### src/rtl/multu_hilo_sequencer.sv
// multu_hilo_sequencer: MULTU issue/latency controller and Hi/Lo write, stall and EX result-select generator
// ports: clk/rst (sync, active-high); ex_valid/ex_multu/ex_mfhi/ex_mflo describe the EX instruction;
// mul_start, hilo_we one-cycle pulses; mul_busy op in flight; stall freezes the pipeline front;
// hilo_sel EX select (00 ALU, 01 Hi, 10 Lo); hilo_valid Hi/Lo hold a product; stall_cycles saturating stall count
module multu_hilo_sequencer #(
  parameter int MUL_LAT     = 32,
  parameter int CNT_W       = 6,
  parameter int STALL_CNT_W = 16
) (
  input  logic                   clk,
  input  logic                   rst,
  input  logic                   ex_valid,
  input  logic                   ex_multu,
  input  logic                   ex_mfhi,
  input  logic                   ex_mflo,
  output logic                   mul_start,
  output logic                   hilo_we,
  output logic                   mul_busy,
  output logic                   stall,
  output logic [1:0]             hilo_sel,
  output logic                   hilo_valid,
  output logic [STALL_CNT_W-1:0] stall_cycles
);
  typedef enum logic [1:0] {IDLE, BUSY, WRITE} state_e;
  state_e                 state_q, state_d;
  logic [CNT_W-1:0]       count_q, count_d;
  logic                   hilo_valid_q, hilo_valid_d;
  logic [STALL_CNT_W-1:0] stall_cycles_q, stall_cycles_d;
  logic                   busy_c, stall_c, start_c;
  always_ff @(posedge clk) begin
    if (rst) begin
      state_q        <= IDLE;
      count_q        <= '0;
      hilo_valid_q   <= 1'b0;
      stall_cycles_q <= '0;
    end else begin
      state_q        <= state_d;
      count_q        <= count_d;
      hilo_valid_q   <= hilo_valid_d;
      stall_cycles_q <= stall_cycles_d;
    end
  end
  always_comb begin
    state_d        = state_q;
    count_d        = count_q;
    hilo_valid_d   = hilo_valid_q;
    stall_cycles_d = (stall_c && !(&stall_cycles_q)) ? stall_cycles_q + 1'b1 : stall_cycles_q;
    case (state_q)
      IDLE: if (start_c) begin
        state_d = BUSY;
        count_d = CNT_W'(MUL_LAT - 1);
      end
      BUSY: if (count_q == '0) state_d = WRITE;
            else count_d = count_q - 1'b1;
      WRITE: begin
        state_d      = IDLE;
        hilo_valid_d = 1'b1;
      end
      default: state_d = IDLE;
    endcase
  end
  always_comb begin
    busy_c       = ~rst & (state_q != IDLE);
    stall_c      = busy_c & ex_valid & (ex_mfhi | ex_mflo | ex_multu);
    start_c      = ~rst & ~busy_c & ex_valid & ex_multu;
    mul_start    = start_c;
    mul_busy     = busy_c;
    stall        = stall_c;
    hilo_we      = ~rst & (state_q == WRITE);
    hilo_sel     = (~rst & ex_valid & ~stall_c) ? (ex_mfhi ? 2'b01 : ex_mflo ? 2'b10 : 2'b00) : 2'b00;
    hilo_valid   = hilo_valid_q;
    stall_cycles = stall_cycles_q;
  end
endmodule

### config.mk
export PLATFORM = sky130hd
export DESIGN_NAME = multu_hilo_sequencer
export DESIGN_NICKNAME = d
export VERILOG_FILES = /design/src/rtl/multu_hilo_sequencer.sv
export SDC_FILE = /design/constraint.sdc
export NUM_CORES = 1
export LEC_CHECK = 0
export CELL_PAD_IN_SITES_DETAIL_PLACEMENT = 0
export CELL_PAD_IN_SITES_GLOBAL_PLACEMENT = 1
export CORE_MARGIN = 2
export CORE_UTILIZATION = 30
export CTS_CLUSTER_DIAMETER = 100
export DETAILED_ROUTE_END_ITERATION = 10
export GPL_TIMING_DRIVEN = 0
export PLACE_DENSITY_LB_ADDON = 0.12
export SLEW_MARGIN = 0
export SYNTH_ARGS = -nofsm -noshare
export SYNTH_HDL_FRONTEND = slang
export SYNTH_SLANG_ARGS = --single-unit
### constraint.sdc
create_clock -name clk -period 5.5 [get_ports clk]
set_input_delay 1.1 -clock clk [delete_from_list [all_inputs] [get_ports clk]]
set_output_delay 1.1 -clock clk [all_outputs]
set_load 0.02 [all_outputs]
==> results_dict.tcl, run 1 <==
set metrics [dict create \
    status "finished clean" \
    pre_cts_slack_ns 1.22 \
    gp_congestion 0.730 \
    totalWireLength_um 3250 \
    clockRootBuffer "clkbuf_8" \
    drive_above_1_share 0.0546 \
    hold_ws_ns 0.458 \
    synth.cell_area_sq_um 1330 \
    gr-usage-all-layers 0.133 \
    drtPass1Iterations 4 \
    wl_per_cell_um 13.8 \
    max_stage_delay_ns 0.68 \
    hold_class "reg -> reg" \
    layoutNonFillerInstCount 235 \
    wl_met1_um 1430 \
    worst_slack_ns 1.26 \
    power_density_nw_per_um2 199 \
    layout_common_cells "clkdlybuf4s50_1 (27), dfxtp_1 (25), nor2_1 (15)" \
    combPwrFrac 0.113 \
    top_layer "met4" \
    rows 24 \
    hold_viol 0 \
    drtIter0Drc 86 \
    seqPwrFrac 0.554 \
    maxCapViolations 0 \
    cts_setup_buffers 0 \
    yosys_warnings 0 \
    htreeDepth 1 \
    clkLatencyLatePin_ns 0.27 \
    critPathLaunchType "input pin" \
    grt.overflow.total 0 \
    worstSetupEndpointType "output pin" \
    pin_count 29 \
    grt_pass1_vias 1170 \
    ant_nets 0 \
    grt_pass1_wl_um 5350 \
    antenna_found_initial 0 \
    die_y_um 70.6 \
    route.detailed.drc 0 \
    crit_fanout 8 \
    syn_inst 152 \
    vias 1263 \
    skew_ns 0.00897 \
    placed_area_sq_um 1670 \
    rsz0062_at_grt "false" \
    fp.coreArea_sq_um 4320 \
    slew_viol_final 0 \
    cts_tree "built" \
    dieArea_sq_um 4990 \
    yosysUniqueCellTypes 42 \
    worstPathArrival_ns 3.14 \
    tightest_slew_ns 0.555 \
    switchingPower_uw 87.6 \
    diodes 0 \
    clk_path_buf_depth 2 \
    stdcell_area_sq_um 1720 \
    cts_inserted_buffers 3 \
    numPortBuffers 27 \
    grt_max_degree 16 \
    area_growth_pct 28.9 \
    avgSynthCellArea_sq_um 8.76 \
    ctsHoldBuffers 0 \
    yosys_register_bits 25 \
    seq_area_frac_synth 0.376 \
    setup_viol 0 \
    period_share 0.770 \
    ctsResizeCount 0 \
    clock_power_share 0.333 \
    wl_met3_um 87 \
    internal-power_uw 254 \
    cpMaxStageDelayCell "clkdlybuf4s50_1" \
    clk_pin_slew_worst_paths_ns 0.10 \
    worstPathRequired_ns 4.40 \
    period_needed_ns 4.24 \
    tns_ns 0 \
    syn_nets 161 \
    start_util 0.308 \
    dp_cells 231 \
    max_slew_margin 0.630 \
    path_class "in -> out" \
    fmax_mhz 236 \
    nets 193 \
    power.leakage_uw 0.000611 \
    path_cells "clkdlybuf4s50_1, nor4b_1, and2_1, clkbuf_1, clkdlybuf4s50_1" \
    viasPerCell 5.37 \
    cp_top_family "buffers and inverters" \
    switching_share 0.257 \
    die_width_um 70.6 \
    synth_top_area_share 0.376 \
    final_common_cell "clkdlybuf4s50_1" \
    wl_met2_um 1700 \
    cts_sinks 25 \
    worst_path_most_repeated_cell "clkdlybuf4s50_1" \
    synth.largest_area_cell "dfxtp_1" \
    hpwl_um 2430 \
    synth.top_cells.by_area "dfxtp_1 (38%), mux2_1 (5.1%), nor2_1 (4.2%)" \
    irDropWorstVdd_v 0.0000860 \
    cp_num_buf_inv 3 \
]
==> final timing paths <==
kind                   start                to  slack [ns]  depth (start not counted)
max reg2reg  stall_cycles[0]  stall_cycles[14]        3.48                          5
min               hilo_valid        hilo_valid        0.46                          1
max                 ex_valid         mul_start        1.26                          5
min reg2reg       hilo_valid        hilo_valid        0.46                          1
==> kinds of logic after synthesis <==
family / Yosys count / share of synthesized area
XOR/XNOR: 1 / 0.00658
flip-flops: 25 / 0.376
adder cells (fa/ha/maj): 3 / 0.0282
multiplexers: 8 / 0.0658
buffers and inverters: 11 / 0.0432
AND/OR/NAND/NOR: 80 / 0.352
AO/OA/AOI/OAI: 24 / 0.128
==> cell usage after synthesis, drive strengths merged <==
master,n
nor2b,6
nand4,6
nor3,10
o311ai,2
o31ai,3
o21a,1
o311a,1
and3b,1
ha,3
xor2,1
o21ai,1
nor4,8
and2,2
buf,4
clkbuf,3
a21o,2
and2b,1
nand2,8
nor4b,2
and3,2
a211oi,4
nand3,6
nor3b,1
or2,1
inv,4
a31oi,1
mux2,6
nor2,15
or4,3
and4,2
a311oi,1
mux2i,2
or3,3
o41ai,2
nand2b,3
dfxtp,25
a21oi,6
==> power groups by stage <==
| stage | registers [uW] | clock network [uW] | logic, uW |
|---|---|---|---|
| detailed placement | 193 | 0 | 39.2 |
| global placement | 193 | 0 | 38.5 |
| global route | 190 | 127 | 43.3 |
| floorplan | 193 | 0 | 25.9 |
| finish | 189 | 114 | 38.7 |
| CTS | 189 | 118 | 39.3 |
==> cell type report <==
type | count | area [sq um]
Timing Repair Buffer | 27 | 270
Inverter | 4 | 15.0
Sequential cell | 25 | 500
Fill cell | 461 | 2610
Tap cell | 52 | 65.1
Buffer | 7 | 42.5
Clock buffer | 3 | 41.3
Clock inverter | 1 | 7.51
Multi-Input combinational cell | 116 | 773
==> per-layer routing <==
metal | vias up | track usage
li1 | 632 | -
met1 | 607 | 0.153
met2 | 20 | 0.249
met3 | 4 | 0.0214
met4 | 0 | 0.0440
met5 | - | 0
==> stage by stage <==
| step | utilization | power (uW) |
|---|---|---|
| floorplan | - | 219 |
| global placement | 0.385 | 232 |
| detailed placement | 0.385 | 233 |
| CTS | 0.397 | 346 |
| global route | 0.397 | 360 |
| finish | 0.397 | 341 |
==> sequential cells by signal, indices dropped and copies added, names as in the netlist <==
register and cells:
hilo_valid 1, state_q 2, count_q 6, stall_cycles 16
Power figures use the tool's default switching activity.
==> run 2: changes to the inputs <==
- clock period: 5.5 -> 3.6 ns (I/O delays scaled with it)
==> run 2 against run 1 <==
- non-clock buffer count unchanged
- clock power increased by 52%
- cell area increased by 0.36%
- critical path type unchanged
==> results_dict.tcl, run 2 (same netlist as run 1, synthesis figures left out) <==
set metrics [dict create \
    ant_nets 0 \
    vias 1280 \
    final_common_cell "clkdlybuf4s50_1" \
    grtUsageMet3 0.0214 \
    worstPathArrival_ns 2.64 \
    setup_viol 0 \
    seqCellArea_sq_um 500 \
    ctsResizeCount 0 \
    critPathLaunchType "input pin" \
    maxCapViolations 0 \
    worstSetupEndpointType "output pin" \
    top_usage_layer "met2" \
    skew_ns 0.00836 \
    rows 24 \
    utilization 0.398 \
    die_width_um 70.6 \
    rsz0062_at_grt "false" \
    die_y_um 70.6 \
    period_share 0.933 \
    period_needed_ns 3.36 \
    irDropWorstVdd_v 0.000131 \
    numPortBuffers 27 \
    multi_input_area_sq_um 779 \
    drtPass1Iterations 4 \
    tightest_slew_ns 0.539 \
    dp_cells 231 \
    max_slew_margin 0.641 \
    diodes 0 \
    layoutNonFillerInstCount 235 \
    start_util 0.308 \
    htreeDepth 1 \
    met2_usage 0.249 \
    use_met1 0.153 \
    dieArea_sq_um 4990 \
    gp_congestion 0.730 \
    path_class "in -> out" \
    status "finished clean" \
    cts_inserted_buffers 3 \
    gr-usage-all-layers 0.133 \
    clockRootBuffer "clkbuf_8" \
    drive_above_1_share 0.0601 \
    grt_max_degree 16 \
    clk_pin_slew_worst_paths_ns 0.10 \
    cts_setup_buffers 0 \
    fmax_mhz 298 \
    cts_tree "built" \
    totalWireLength_um 3220 \
    largest_reg_flops 16 \
    viasPerCell 5.45 \
    clk_path_buf_depth 2 \
    fp.coreArea_sq_um 4320 \
    power_density_nw_per_um2 303 \
    route.detailed.drc 0 \
    drtIter0Drc 82 \
    area_growth_pct 29.3 \
    tns_ns 0 \
    hold_viol 0 \
    power.leakage_uw 0.000613 \
    grt_pass1_wl_um 5350 \
    nets 193 \
    clkLatencyLatePin_ns 0.27 \
    worstPathRequired_ns 2.88 \
    pin_count 29 \
    worst_slack_ns 0.240 \
    grt_pass1_vias 1170 \
    hpwl_um 2430 \
    wl_per_cell_um 13.7 \
    slew_viol_final 0 \
    cts_sinks 25 \
    layout_common_cells "clkdlybuf4s50_1 (27), dfxtp_1 (25), nor2_1 (15)" \
    hold_class "reg -> reg" \
    hold_ws_ns 0.457 \
    antenna_found_initial 0 \
    ctsHoldBuffers 0 \
    grt.overflow.total 0 \
    crit_fanout 8 \
    pre_cts_slack_ns 0.0770 \
    n_fill_cell 458 \
    rrSetupSlack_ns 1.59 \
]
-- run 2: cell counts in the layout (fill, tap and decap cells not counted) --
Identical to the previous run, type by type.
-- run 2: cell type report --
class                   count  share of cell area
plain buffers               7              0.0247
clock buffers               3              0.0240
clock inverters             1             0.00436
inverters                   4             0.00872
multi-input cells         116               0.453
flip-flops and latches     25               0.291
well taps                  52              0.0378
repair buffers             27               0.157
-- run 2: layer usage --
layer | part of all wire | vias up
li1 | - | 632
met1 | 0.43 | 615
met2 | 0.52 | 29
met3 | 0.033 | 4
met4 | 0.011 | 0
met5 | 0 | -
-- run 2: power breakdown --
part	total, uW	internal, uW	switching (uW)	leakage, uW
Combinational	59.4	26.9	32.5	0.000389
Sequential	289	283	6.49	0.000202
Clock	173	78.5	94.3	0.0000217
-- run 2: worst paths after layout --
path,start,endpoint,cells after the start
hold / removal,hilo_valid,hilo_valid,1
setup reg to reg,stall_cycles[0],stall_cycles[14],5
setup / recovery,ex_valid,mul_start,5
hold reg to reg,hilo_valid,hilo_valid,1
-- run 2: per-stage QoR --
stage / instance area (sq um) / total power, uW
after detailed placement: 1670 / 355
after CTS: 1720 / 529
after global routing: 1720 / 551
after floorplan: 1330 / 334
after global placement: 1670 / 354
final: 1720 / 521
-- run 2: critical path: stages --
cell             delay (ns)
clkdlybuf4s50_1        0.52
nor4b_2                0.27
and2_1                 0.17
clkbuf_1               0.29
clkdlybuf4s50_1        0.68
==> run 3: changes to the inputs <==
- GPL_ROUTABILITY_DRIVEN: unset -> 0
==> results of run 3 <==
The final DEF is identical to that of run 2; final timing and power are the same.
